$ cat config.mk
export PLATFORM = sky130hd
export DESIGN_NAME = arb_mux_reg
export DESIGN_NICKNAME = d
export VERILOG_FILES = /design/src/rtl/arb_mux_reg.sv
export SDC_FILE = /design/constraint.sdc
export NUM_CORES = 1
export LEC_CHECK = 0
export ABC_CLOCK_PERIOD_IN_PS = 1800
export BUFFER_PORTS_ARGS = -buffer_cell sky130_fd_sc_hd__buf_2
export CAP_MARGIN = 0
export CORE_ASPECT_RATIO = 2
export CORE_UTILIZATION = 43
export CTS_CLUSTER_SIZE = 40
export DETAILED_ROUTE_END_ITERATION = 16
export PLACE_DENSITY_LB_ADDON = 0.05
export RECOVER_POWER = 50
export SLEW_MARGIN = 10
export SYNTH_ARGS = -nofsm -noshare
export SYNTH_HDL_FRONTEND = slang
export SYNTH_SLANG_ARGS = --single-unit
$ cat constraint.sdc
create_clock -name clk -period 1.8 [get_ports clk]
set_input_delay 0.27 -clock clk [delete_from_list [all_inputs] [get_ports clk]]
set_output_delay 0.27 -clock clk [all_outputs]
set_load 0.02 [all_outputs]
$ cat src/rtl/arb_mux_reg.sv
// ---------------------------------------------------------------------------
// arb_mux_reg
//
// Chooses one of N_CH valid/ready input channels and captures its word into a
// single output register that uses a valid/ready handshake.
//   MODE 0 : the channel is chosen by the external 'select' index.
//   MODE 1 : round-robin arbitration that starts its scan at a rotating
//            pointer.
// The output register loads only when it is empty or being drained, so an
// input word and the drained word can be exchanged in the same cycle with no
// bubble. A saturating counter records completed output transfers.
//
// Ports
//   clk      : single clock, all state changes on the rising edge
//   rst_n    : asynchronous active-low reset
//   valid_i  : per-channel data valid             [N_CH]
//   data_i   : channel k at bits [k*WIDTH +: WIDTH]
//   ready_o  : per-channel accept, combinational   [N_CH]
//   select   : channel index, used in MODE 0 only  [SW]
//   data_o   : registered output data              [WIDTH]
//   valid_o  : data_o holds an unconsumed word
//   ready_i  : downstream accept
//   grant_o  : source channel of the current data_o [SW]
//   count_o  : completed output transfers, saturating at 16'hFFFF
// ---------------------------------------------------------------------------
module arb_mux_reg #(
   parameter int WIDTH = 32,
   parameter int N_CH  = 4,
   parameter int MODE  = 0,
   localparam int SW   = (N_CH > 1) ? $clog2(N_CH) : 1
) (
   input  logic                  clk,
   input  logic                  rst_n,
   input  logic [N_CH-1:0]       valid_i,
   input  logic [N_CH*WIDTH-1:0] data_i,
   output logic [N_CH-1:0]       ready_o,
   input  logic [SW-1:0]         select,
   output logic [WIDTH-1:0]      data_o,
   output logic                  valid_o,
   input  logic                  ready_i,
   output logic [SW-1:0]         grant_o,
   output logic [15:0]           count_o
);

   logic [WIDTH-1:0] dataOut_q, dataOut_d;
   logic             validOut_q, validOut_d;
   logic [SW-1:0]    grant_q, grant_d;
   logic [SW-1:0]    ptr_q, ptr_d;
   logic [15:0]      count_q, count_d;

   logic [SW-1:0]    chSel;
   logic             chOk;
   logic             loadEn;
   logic             accept;
   logic [WIDTH-1:0] chData;

   // Returns (base + off) wrapped into 0..N_CH-1; works for channel counts
   // that are not a power of two, where a plain SW-bit add would not wrap.
   function automatic logic [SW-1:0] wrapIdx(input logic [SW-1:0] base, input int off);
      int s;
      s = int'(base) + off;
      if (s >= N_CH) begin
         s = s - N_CH;
      end
      return SW'(s);
   endfunction

   // The register may take a new word when it is empty or its current word
   // is leaving this cycle.
   assign loadEn = !validOut_q || ready_i;

   // Channel choice. In MODE 0 the select index is used directly, and an
   // out-of-range index picks nothing. In MODE 1 the scan runs from the
   // highest offset down to offset 0 so that the requester closest to the
   // pointer is the one left assigned when the loop finishes.
   always_comb begin
      chSel = '0;
      chOk  = 1'b0;
      if (MODE == 0) begin
         chSel = select;
         chOk  = ({1'b0, select} < (SW+1)'(N_CH));
      end else begin
         for (int i = N_CH - 1; i >= 0; i--) begin
            if (valid_i[wrapIdx(ptr_q, i)]) begin
               chSel = wrapIdx(ptr_q, i);
               chOk  = 1'b1;
            end
         end
      end
   end

   // Only the chosen channel is offered the accept, and only when the
   // register can load. In MODE 0 this does not depend on valid_i. Reset
   // blocks every accept so no word slips in while rst_n is low.
   always_comb begin
      ready_o = '0;
      if (rst_n && chOk && loadEn) begin
         ready_o[chSel] = 1'b1;
      end
   end

   assign accept = rst_n && chOk && loadEn && valid_i[chSel];
   assign chData = data_i[int'(chSel)*WIDTH +: WIDTH];

   // Next-state logic for the output register, the round-robin pointer and
   // the transfer counter. When load is enabled but nothing is accepted,
   // valid drops while data and grant keep their last values. The pointer
   // moves past the winner only on an accept, and only in MODE 1.
   always_comb begin
      dataOut_d  = dataOut_q;
      validOut_d = validOut_q;
      grant_d    = grant_q;
      ptr_d      = ptr_q;
      count_d    = count_q;
      if (loadEn) begin
         validOut_d = accept;
         if (accept) begin
            dataOut_d = chData;
            grant_d   = chSel;
            if (MODE == 1) begin
               ptr_d = (chSel == SW'(N_CH - 1)) ? '0 : chSel + 1'b1;
            end
         end
      end
      if (validOut_q && ready_i && (count_q != 16'hFFFF)) begin
         count_d = count_q + 16'd1;
      end
   end

   // State registers. Reset clears everything at once, independent of the
   // clock, which also throws away any word still held in the register.
   always_ff @(posedge clk or negedge rst_n) begin
      if (!rst_n) begin
         dataOut_q  <= '0;
         validOut_q <= 1'b0;
         grant_q    <= '0;
         ptr_q      <= '0;
         count_q    <= '0;
      end else begin
         dataOut_q  <= dataOut_d;
         validOut_q <= validOut_d;
         grant_q    <= grant_d;
         ptr_q      <= ptr_d;
         count_q    <= count_d;
      end
   end

   assign data_o  = dataOut_q;
   assign valid_o = validOut_q;
   assign grant_o = grant_q;
   assign count_o = count_q;

endmodule

Yosys cells after proc, flatten, opt, wreduce, memory -nomap -nowiden
Index checks and enable logic that the tools add are counted.

storage, ports and cells
  flip-flop bits (word level) = 51
  bits in latches = 0
  bits in writable memories = 0
  ROM bits = 0
  input port bits = 137
  word-level logic and storage cells = 22
  memories = 0

operators by class
  add/subtract/negate cells = 1
  multiply operators = 0
  div/mod/pow operators = 0
  magnitude comparators = 2
  equal/unequal tests = 1
  shift operators = 1
  muxes and demuxes = 5
  bitwise logic cells = 0
  reduce and logical (&&, ||, !) cells = 8

operators by type and width
  operator                 number
  $shiftx A128 B8 Y32      1
  $add A16 B1 Y16 const B  1
  $ne A16 B16 Y1 const B   1
  $logic_and A1 B1 Y1      5
  $mux W4                  1
  $lt A2 B3 Y1 const B     1
  $bmux W1 S2              1
  $demux W1 S2             1
  $ge A2 B1 Y1 const B     1
  $mux W1                  2
  $reduce_and A2 Y1        1
  $logic_not A1 Y1         1
  $logic_or A1 B1 Y1       1

Longest topological paths before layout
  word-level depth = 5
  depth in mapped cells = 5

Worst setup path after synthesis
Ideal clock, no wire load.

  path type = reg2reg
  start point = register count_q[0], in the netlist count_o[0]
  end point = register count_q[1], in the netlist count_o[1]
  setup time = 128 ps
  data arrival time = 1,621 ps
  required time = 1,672 ps
  path slack = 51 ps
  stages on the path, launching flop included = 6
  path buffers = 0
  period minus slack after synthesis = 1,749 ps
  path through = dfrtp_1 -> ha_1 -> nand3_2 -> nor2_1 -> a31oi_4 -> mux2_1

on the way
  word-level cells in the longest chain between the ends = 2
  elaborated cells between the ends (all ways) = 3
  those cells by class = add/sub (1); eq/ne (1); reduce/logical (1)

RTL lines
  item                                                     line  RTL
  from (decl)                                              49    logic [15:0] count_q, count_d;
  from (signal assigned)                                   144   count_q <= count_d;
  branches (longest 2 deep; another with $add A16 B1 Y16)  n/a

Parallel ways; which one is timed is not known.
A chain may end at the register's enable or synchronous reset.

Worst setup path in the final report
  start point = register validOut_q, in the netlist valid_o
  end point = output port ready_o[0]

on the way
  word-level cells in the longest chain between the ends = 4

RTL lines
  item                    line  RTL
  from (decl)             46    logic validOut_q, validOut_d;
  from (signal assigned)  141   validOut_q <= validOut_d;
  $logic_not A1 Y1        70    assign loadEn = !validOut_q || ready_i;
  $logic_or A1 B1 Y1      70
  $logic_and A1 B1 Y1     97    if (rst_n && chOk && loadEn) begin
  $mux W4                 97
  to (decl)               36    output logic [N_CH-1:0] ready_o,

Every way passes these cells.

==> flow_summary.ini <==
[routing]
drt-wirelength-per-cell_um = 16.7
vias = 2646
postRouteWirelength_um = 8300
routed_via_density = 5.31
dr.first_iter.drc_count = 132
drt_pass1_iterations = 4
drcViolationCount = 0
ant_nets = 0

[power]
power_frac_comb_pct = 35.0
p_total_mw = 4.28
switching_share_pct = 34.3
seq_power_share_pct = 38.4
internal_power_mw = 2.81
ir_drop_uv = 564
power.share.clock_pct = 26.6
power_density_nw_per_um2 = 988
p_sw_mw = 1.47
leakagePower_nw = 2.08

[yosys]
synthFlopType = dfrtp_1
ys_seq_elements = 51
synth-edff-count = 0
ys_seq_area_share_pct = 41.4
yosysWarnings = 0
syn_area_um2 = 3080
syn_inst = 202
postSynthAreaPerCell_um2 = 15.3
ys_types = 41
ys_async_sr_fraction_pct = 100
syn-num-nets = 340

[clock_tree]
htreeDepth = 2
cts_setup_buffers = 0
clockBufferDepth = 2
hold_buffers = 0
path_clk_slew_ns = 0.07
clk_latency_ns = 0.30
cts_buffers = 5
cts_tree = yes
cts_resized = 0
cts_sinks = 51
cts_root_buffer = clkbuf_16

[sta]
worst_slew_pin_slew_ns = 1.28
skew_ns = 0.00260
hold_violations = 0
maxSlewViolCount = 0
timing.fmax_ghz = 0.586
rsz0062_at_grt = no
period_minus_slack_ns = 1.71
holdWs_ns = 0.308
relSlewSlack_pct = 14.7
final.setup.tns_ns = 0
period_share_pct = 94.8
setup_ws_ns = 0.0939
setup_viol_count_final = 0

[critical_path]
cp_max_fo = 5
cp-end-kind = primary output
start_kind = register
crit_buf_inv = 1
cp_slowest_stage_delay_ns = 0.42
crit_family = simple AND/OR/NAND/NOR gates
worstPathArrival_ns = 1.44
critical_path_class = reg -> out
crit_slowest_cell = dfrtp_1
worst_ep_required_time_ns = 1.53
crit_chain = nand2b_1 > and2_2 > nor3b_1 > buf_2

[final_layout]
area.growth.synth_to_final_pct = 40.6
nets = 545
n_antenna_cell = 0
layout.cells.non_filler = 498
layout_common_cells = buf_2 (163), dfrtp_1 (51), mux4_2 (29)
multi_input_area_um2 = 1680
fill_cells = 612
final_common_cell = buf_2
layout-drive-gt1-share_pct = 63.7
regArea_um2 = 1280

[placed_design]
pre_cts_slack_ns = 0.0447
dp_cells = 490
place_congestion = 0.741
io_buffers = 191
hpwl_um = 6840

[die]
rows = 43
dieArea_um2 = 7530
io_pins = 192
coreArea_um2 = 6940
die_width_um = 61.9
die_y_um = 122
start_util_pct = 44.4

[global_routing]
grt_usage_pct = 23.5
grt_overflow = 0
grt_pass1_wl_um = 12500
antenna_found_initial = 0
grt_pass1_vias = 2692
grt_max_degree = 52

[job]
maxCapViolations = 0

[hold_path]
hold_path.class = in -> reg

[outcome]
status = complete, no violations
[cells by family (layout without fill, tap and decap cells)]
kind of cell             Yosys count  after routing  share of synthesized area [%]
AO/OA/AOI/OAI                     15             15                           3.65
buffers and inverters             13            219                           4.22
AND/OR/NAND/NOR                   45             45                           9.70
XOR/XNOR                           7              7                           1.99
adder cells (fa/ha/maj)            1              1                          0.406
flip-flops                        51             51                           41.4
multiplexers                      70             70                           38.6
[routing by layer]
layer	GRT usage (%)	wire length (µm)
met5	0	0
met4	8.19	155
met3	6.58	522
met2	45.2	4990
met1	21.7	2630
[path summary, 6_finish.rpt]
path | startpoint | end | slack (ns) | depth (start not counted)
max | valid_o$_DFFE_PN0P_ | ready_o[0] | 0.09 | 4
min | ready_i | valid_o$_DFFE_PN0P_ | 0.31 | 3
max reg2reg | count_o[0]$_DFFE_PN0P_ | count_o[1]$_DFFE_PN0P_ | 0.15 | 6
min reg2reg | data_o[9]$_DFFE_PN0P_ | data_o[9]$_DFFE_PN0P_ | 0.50 | 1
max in group asynchronous | rst_n | data_o[28]$_DFFE_PN0P_ | 0.63 | 2
min in group asynchronous | rst_n | count_o[1]$_DFFE_PN0P_ | 0.38 | 2
[state kept, by name (all words and copies together) (netlist names)]
register  flops
grant_o       2
valid_o       1
data_o       32
count_o      16
[power groups by stage]
stage	combinational [mW]	sequential, mW	clock [mW]
after global placement	1.54	1.65	0
after floorplan	0.569	2.01	0
after detailed placement	1.57	1.66	0
after CTS	1.57	1.64	1.16
after global routing	1.61	1.68	1.22
final	1.50	1.64	1.14
[per-stage QoR]
stage          instance area, µm²  utilization [%]
2_1_floorplan                3080                -
3_5_place_dp                 4190             60.4
5_1_grt                      4330             62.4
6_report                     4330             62.4
4_1_cts                      4370             63.0
3_3_place_gp                 4190             60.4
[worst reg2reg max path, delay by kind of cell, from the launching register on]
family                     cells  cell delay [ns]
muxes                          1             0.34
adders and majority gates      1             0.24
buffers and inverters          1             0.16
and+or+nand+nor                2             0.24
DFF                            1             0.38
AOI/OAI and AO/OA              1             0.19
[cell type report]
cell class              count  area share [%]
flip-flops and latches     51            29.5
clock inverters             2           0.895
clock buffers               6            3.21
well taps                  90            2.60
inverters                   1          0.0866
multi-input cells         138            38.7
repair buffers            210            25.1
[synthesized netlist by cell type (all sizes together) (4+ instances only)]
library cell  number  area share (%)
a21oi              4            0.65
a31oi              5             1.5
buf                9             3.7
dfrtp             51              41
mux2              37              14
mux4              33              25
nand2             11             1.6
nand3              9             2.4
nor2               5            0.61
nor4               5             2.0
xor2               4             1.1
Power figures use the tool's default switching activity.
